===== src/rtl/load_store_unit.sv =====
// Load/store unit between execute and data memory: decodes RISC-V LB/LH/LW/LBU/LHU/SB/SH/SW,
// drives a word-wide memory and splits accesses that straddle a 4-byte boundary into two words.
module load_store_unit #(
    parameter logic [31:0] DATA_SEG_BEGIN = 32'h1000,
    parameter logic [31:0] DATA_SEG_SIZE  = 32'h100000,
    parameter bit          SPLIT_EN       = 1'b1
) (
    input  logic        clk,
    input  logic        rst,
    input  logic        req_valid_i,
    output logic        req_ready_o,
    input  logic        req_we_i,
    input  logic [2:0]  req_funct3_i,
    input  logic [31:0] req_addr_i,
    input  logic [31:0] req_wdata_i,
    output logic        resp_valid_o,
    output logic [31:0] resp_rdata_o,
    output logic        resp_err_o,
    output logic [31:0] addr_dmem_ram_o,
    output logic [31:0] wr_data_dmem_ram_o,
    output logic [3:0]  wr_strb_dmem_ram_o,
    output logic        wr_en_dmem_ram_o,
    input  logic [31:0] read_data_dmem_ram_i
);

    typedef enum logic [1:0] {IDLE, ACC0, ACC1, RESP} state_t;

    localparam logic [32:0] SEG_END = {1'b0, DATA_SEG_BEGIN} + {1'b0, DATA_SEG_SIZE};

    state_t      state_q, state_d;
    logic [31:0] addr_q, wdata_q, word0_q, word1_q;
    logic [2:0]  funct3_q;
    logic        we_q, err_q, cross_q;

    logic [2:0]  in_size;
    logic [3:0]  in_span;
    logic [31:0] in_last;
    logic        in_cross, in_f3_ok, in_seg_ok, in_err;

    logic [1:0]  off;
    logic [7:0]  m8;
    logic [63:0] wdata64;
    logic [31:0] ld32, ld_ext;

    // Request decode on the raw inputs, used only on the accepting edge.
    always_comb begin
        case (req_funct3_i[1:0])
            2'd0:    in_size = 3'd1;
            2'd1:    in_size = 3'd2;
            default: in_size = 3'd4;
        endcase
        in_span   = {2'b00, req_addr_i[1:0]} + {1'b0, in_size};
        in_cross  = (in_span > 4'd4);
        in_f3_ok  = req_we_i ? (req_funct3_i inside {3'd0, 3'd1, 3'd2})
                             : (req_funct3_i inside {3'd0, 3'd1, 3'd2, 3'd4, 3'd5});
        in_last   = req_addr_i + {29'd0, in_size} - 32'd1;
        // Touched bytes are contiguous, so checking both ends (and no wrap) covers all of them.
        in_seg_ok = (in_last >= req_addr_i) && (req_addr_i >= DATA_SEG_BEGIN) &&
                    ({1'b0, in_last} < SEG_END);
        in_err    = !in_f3_ok || !in_seg_ok || (in_cross && !SPLIT_EN);
    end

    // Lane placement and extraction for the latched request.
    always_comb begin
        off = addr_q[1:0];
        case (funct3_q[1:0])
            2'd0:    m8 = 8'h01 << off;
            2'd1:    m8 = 8'h03 << off;
            default: m8 = 8'h0F << off;
        endcase
        wdata64 = {32'd0, wdata_q} << {off, 3'b000};
        ld32    = 32'({word1_q, word0_q} >> {off, 3'b000});
        case (funct3_q)
            3'd0:    ld_ext = {{24{ld32[7]}}, ld32[7:0]};
            3'd1:    ld_ext = {{16{ld32[15]}}, ld32[15:0]};
            3'd4:    ld_ext = {24'd0, ld32[7:0]};
            3'd5:    ld_ext = {16'd0, ld32[15:0]};
            default: ld_ext = ld32;
        endcase
    end

    // NOTE: every output and the next state get a default first, so no path can infer a latch.
    always_comb begin
        state_d            = state_q;
        req_ready_o        = 1'b0;
        resp_valid_o       = 1'b0;
        resp_rdata_o       = 32'd0;
        resp_err_o         = 1'b0;
        addr_dmem_ram_o    = 32'd0;
        wr_data_dmem_ram_o = 32'd0;
        wr_strb_dmem_ram_o = 4'd0;
        wr_en_dmem_ram_o   = 1'b0;
        case (state_q)
            IDLE: begin
                req_ready_o = 1'b1;
                if (req_valid_i) state_d = in_err ? RESP : ACC0;
            end
            ACC0: begin
                addr_dmem_ram_o = {addr_q[31:2], 2'b00};
                if (we_q) begin
                    wr_strb_dmem_ram_o = m8[3:0];
                    wr_data_dmem_ram_o = wdata64[31:0];
                    wr_en_dmem_ram_o   = 1'b1;
                end
                state_d = cross_q ? ACC1 : RESP;
            end
            ACC1: begin
                addr_dmem_ram_o = {addr_q[31:2], 2'b00} + 32'd4;
                if (we_q) begin
                    wr_strb_dmem_ram_o = m8[7:4];
                    wr_data_dmem_ram_o = wdata64[63:32];
                    wr_en_dmem_ram_o   = 1'b1;
                end
                state_d = RESP;
            end
            RESP: begin
                resp_valid_o = 1'b1;
                resp_err_o   = err_q;
                resp_rdata_o = (we_q || err_q) ? 32'd0 : ld_ext;
                state_d      = IDLE;
            end
            default: state_d = IDLE;
        endcase
    end

    // NOTE: all state uses non-blocking assignments; reset is synchronous, so it lives inside the clocked branch.
    always_ff @(posedge clk) begin
        if (rst) begin
            state_q  <= IDLE;
            addr_q   <= 32'd0;
            wdata_q  <= 32'd0;
            funct3_q <= 3'd0;
            we_q     <= 1'b0;
            err_q    <= 1'b0;
            cross_q  <= 1'b0;
            word0_q  <= 32'd0;
            word1_q  <= 32'd0;
        end else begin
            state_q <= state_d;
            if (state_q == IDLE && req_valid_i) begin
                addr_q   <= req_addr_i;
                wdata_q  <= req_wdata_i;
                funct3_q <= req_funct3_i;
                we_q     <= req_we_i;
                err_q    <= in_err;
                cross_q  <= in_cross;
            end
            if (state_q == ACC0 && !we_q) word0_q <= read_data_dmem_ram_i;
            if (state_q == ACC1 && !we_q) word1_q <= read_data_dmem_ram_i;
        end
    end

endmodule


===== config.mk =====
export PLATFORM = sky130hd
export DESIGN_NAME = load_store_unit
export DESIGN_NICKNAME = d
export VERILOG_FILES = /design/src/rtl/load_store_unit.sv
export SDC_FILE = /design/constraint.sdc
export NUM_CORES = 1
export LEC_CHECK = 0
export ABC_AREA = 0
export CAP_MARGIN = 40
export CELL_PAD_IN_SITES_DETAIL_PLACEMENT = 1
export CELL_PAD_IN_SITES_GLOBAL_PLACEMENT = 1
export CORE_MARGIN = 1
export CORE_UTILIZATION = 38
export DETAILED_ROUTE_END_ITERATION = 10
export PLACE_DENSITY_LB_ADDON = 0.08
export SLEW_MARGIN = 10
export SYNTH_ARGS = -nofsm -noshare
export SYNTH_HDL_FRONTEND = slang
export SYNTH_SLANG_ARGS = --single-unit

===== constraint.sdc =====
create_clock -name clk -period 8.9 [get_ports clk]
set_input_delay 2.67 -clock clk [delete_from_list [all_inputs] [get_ports clk]]
set_output_delay 2.67 -clock clk [all_outputs]
set_load 0.01 [all_outputs]

==> results.sh <==
export IMPL_grt_overflow=0
export IMPL_yosys_area_share_adder=0.109
export IMPL_path_max_fanout=4
export IMPL_synth_area_leaders="dfxtp_1, a21oi_1, nand2_1, ha_1, mux4_2"
export IMPL_synthMuxAreaShare=0.106
export IMPL_synth_simple_gate_area_frac=0.239
export IMPL_cts_max_level=4
export IMPL_worstMarginPinSlew_ns=0.837
export IMPL_register_area_sq_mm=0.00257
export IMPL_die_h_microns=169
export IMPL_finalClockSkew_ns=0.0179
export IMPL_vdd_ir_drop_max_uv=197
export IMPL_syn_area_per_cell_sq_um=7.24
export IMPL_sw_frac_of_total=0.457
export IMPL_ys_types=66
export IMPL_ys_ff_latch=128
export IMPL_crit_path_max_incr_delay_ns=0.46
export IMPL_drv_cap=0
export IMPL_multiInputGateArea_sq_mm=0.00744
export IMPL_synthArstFlopShare=0
export IMPL_busiest_layer="met2"
export IMPL_synth_edf_count=0
export IMPL_drtIter0Drc=762
export IMPL_io_pins=207
export IMPL_antenna_found_initial=0
export IMPL_globalRouteTotalUtil=0.283
export IMPL_synthCells=1467
export IMPL_wl_per_cell_microns=20.2
export IMPL_holdCritPathClass="register to register"
export IMPL_synth_main_ff_cell="dfxtp_1"
export IMPL_yosysMostFrequentCell="nand2_1"
export IMPL_die_w_microns=169
export IMPL_coreArea_sq_mm=0.0272
export IMPL_end_kind="register"
export IMPL_synth_xor_area_frac=0.0239
export IMPL_hold_buffers=0
export IMPL_crit_arrival_ns=8.78
export IMPL_grt_pass1_wl_microns=63800
export IMPL_synth_compound_area_frac=0.219
export IMPL_clkPwrFrac=0.252
export IMPL_use_met2=0.500
export IMPL_slowest_stage="clkdlybuf4s50_1"
export IMPL_seq_power_share=0.295
export IMPL_vias=11300
export IMPL_wl_microns=40400
export IMPL_vias_per_cell=5.66
export IMPL_grt_pass1_vias=11700
export IMPL_layout_nets=1810
export IMPL_diodes=0
export IMPL_dieArea_sq_mm=0.0286
export IMPL_dr_pass1_iters=7
export IMPL_use_met1=0.360
export IMPL_maxSlewViolCount=0
export IMPL_grtUsageMet3=0.0315
export IMPL_pwr_share_comb=0.453
export IMPL_grt_start_max_net_pins=75
export IMPL_place_gp_congestion=0.888
export IMPL_crit_path_start_kind="primary input"
export IMPL_post_cts_buffers=0
export IMPL_tns_ns=0
export IMPL_clk_pin_slew_ns=0.06
export IMPL_hold_viol_final=0
export IMPL_synth_top_area_frac=0.241
export IMPL_powerDensity_mw_per_mm2=212
export IMPL_fmax_mhz=118
export IMPL_cts_sinks=128
export IMPL_clockRootBuffer="clkbuf_16"
export IMPL_worst_slack_ns=0.425
export IMPL_clk_latency_ns=0.44
export IMPL_final_layout_size_suffix_gt1_frac=0.0810
export IMPL_ys_seq_area_frac=0.241
export IMPL_drtAntennaViolNets=0
export IMPL_cts_tree="done"
export IMPL_finalCriticalPeriod_ns=8.48
export IMPL_yosysTopAreaCell="dfxtp_1"
export IMPL_clockBufferDepth=2
export IMPL_synth_top_family_by_area="simple AND/OR/NAND/NOR gates"
export IMPL_finalInstanceArea_sq_mm=0.0136
export IMPL_cpMostUsedCell="ha_1"
export IMPL_outcome="completed"
export IMPL_syn_cell_area_sq_mm=0.0106
export IMPL_portBuffers=204
export IMPL_nFillCells=3404
export IMPL_place_area_sq_mm=0.0130
export IMPL_cts_resized=0
export IMPL_rows=60
export IMPL_hpwl_microns=29400
export IMPL_internal_power_mw=1.57
export IMPL_crit_type="primary input to register"
export IMPL_crit_required_ns=9.20
export IMPL_rsz0062_at_grt="no"
export IMPL_leakagePower_nw=5.03
export IMPL_syn_to_final_growth_pct=28.2
export IMPL_yosys_warnings=0
export IMPL_place_ws_ns=-0.0588
export IMPL_start_util=0.391
export IMPL_synth_commonest_cells="nand2_1, a21oi_1, dfxtp_1, ha_1, nor2_1"
export IMPL_drc=0
export IMPL_p_switching_mw=1.32
export IMPL_relSlewSlack=0.442
export IMPL_post_route_period_util=0.952
export IMPL_finalSetupViolCount=0
export IMPL_cts_made_buffers=17
[cells in the final DEF (no fill, tap or decap), types with 17 or more instances in the layout]
cell type / instances
nand2_1: 323
a21oi_1: 268
clkdlybuf4s50_1: 203
dfxtp_1: 126
ha_1: 89
nor2_1: 86
inv_1: 79
o21ai_0: 39
mux2_2: 30
mux4_2: 29
nand2b_1: 25
nand3_1: 18
xnor2_1: 17
and3_1: 17
nor3_1: 17
clkbuf_16: 17
[worst max-delay path, delay by kind of cell]
kind / cells / cell delay (ns)
adder cells (fa/ha/maj): 4 / 1.09
buffers and inverters: 3 / 0.60
AND/OR/NAND/NOR: 12 / 3.05
AO/OA/AOI/OAI: 6 / 1.35
[layer usage]
| layer | up-vias | wire length, microns |
|---|---|---|
| li1 | 5412 | - |
| met1 | 5569 | 18100 |
| met2 | 295 | 20000 |
| met3 | 50 | 1580 |
| met4 | 0 | 789 |
| met5 | - | 0 |
[final cells by class]
class,instances,area share
Tap cell,372,0.0342
Timing Repair Buffer,223,0.166
Inverter,79,0.0218
Multi-Input combinational cell,1167,0.546
Sequential cell,128,0.189
Clock buffer,17,0.0312
Clock inverter,15,0.0119
[flip-flops by register name, summed over array words and instances (netlist names)]
| name | count |
|---|---|
| addr_q | 32 |
| we_q | 1 |
| cross_q | 1 |
| word0_q | 32 |
| funct3_q | 3 |
| word1_q | 24 |
| err_q | 1 |
| wdata_q | 32 |
| state_q | 2 |
[power groups by stage]
| stage | sequential, mW | clock, mW | combinational [mW] |
|---|---|---|---|
| 3_3_place_gp | 0.862 | 0 | 1.22 |
| 6_report | 0.852 | 0.728 | 1.31 |
| 5_1_grt | 0.871 | 0.757 | 1.44 |
| 4_1_cts | 0.847 | 0.738 | 1.31 |
| 2_1_floorplan | 0.780 | 0 | 0.871 |
| 3_5_place_dp | 0.859 | 0 | 1.30 |
[per-stage QoR]
stage / hold WS (ns) / power, mW / util / cells
after floorplan: 0.433 / 1.65 / - / 1468
after detailed placement: 0.448 / 2.16 / 0.479 / 1969
after global routing: 0.481 / 3.06 / 0.501 / 2001
final: 0.456 / 2.89 / 0.501 / 2001
after CTS: 0.457 / 2.90 / 0.501 / 2001
after global placement: 0.442 / 2.08 / 0.474 / 1963
[worst paths after layout]
kind / slack (ns) / to / cells after the start / startpoint
setup / recovery: 0.42 / err_q / 25 / req_funct3_i[0]
hold / removal: 0.46 / word0_q[7] / 2 / word0_q[7]
setup reg to reg: 6.33 / word0_q[11] / 8 / state_q[1]
hold reg to reg: 0.46 / word0_q[7] / 2 / word0_q[7]
[cells by family after synthesis]
kind of cell | count (synthesis)
xor gates and xnor gates | 29
AOI/OAI and AO/OA | 404
other | 1
and+or+nand+nor | 568
adders and majority gates | 91
DFF | 128
muxes | 73
buffers and inverters | 173
(Power assumes the default switching activity.)
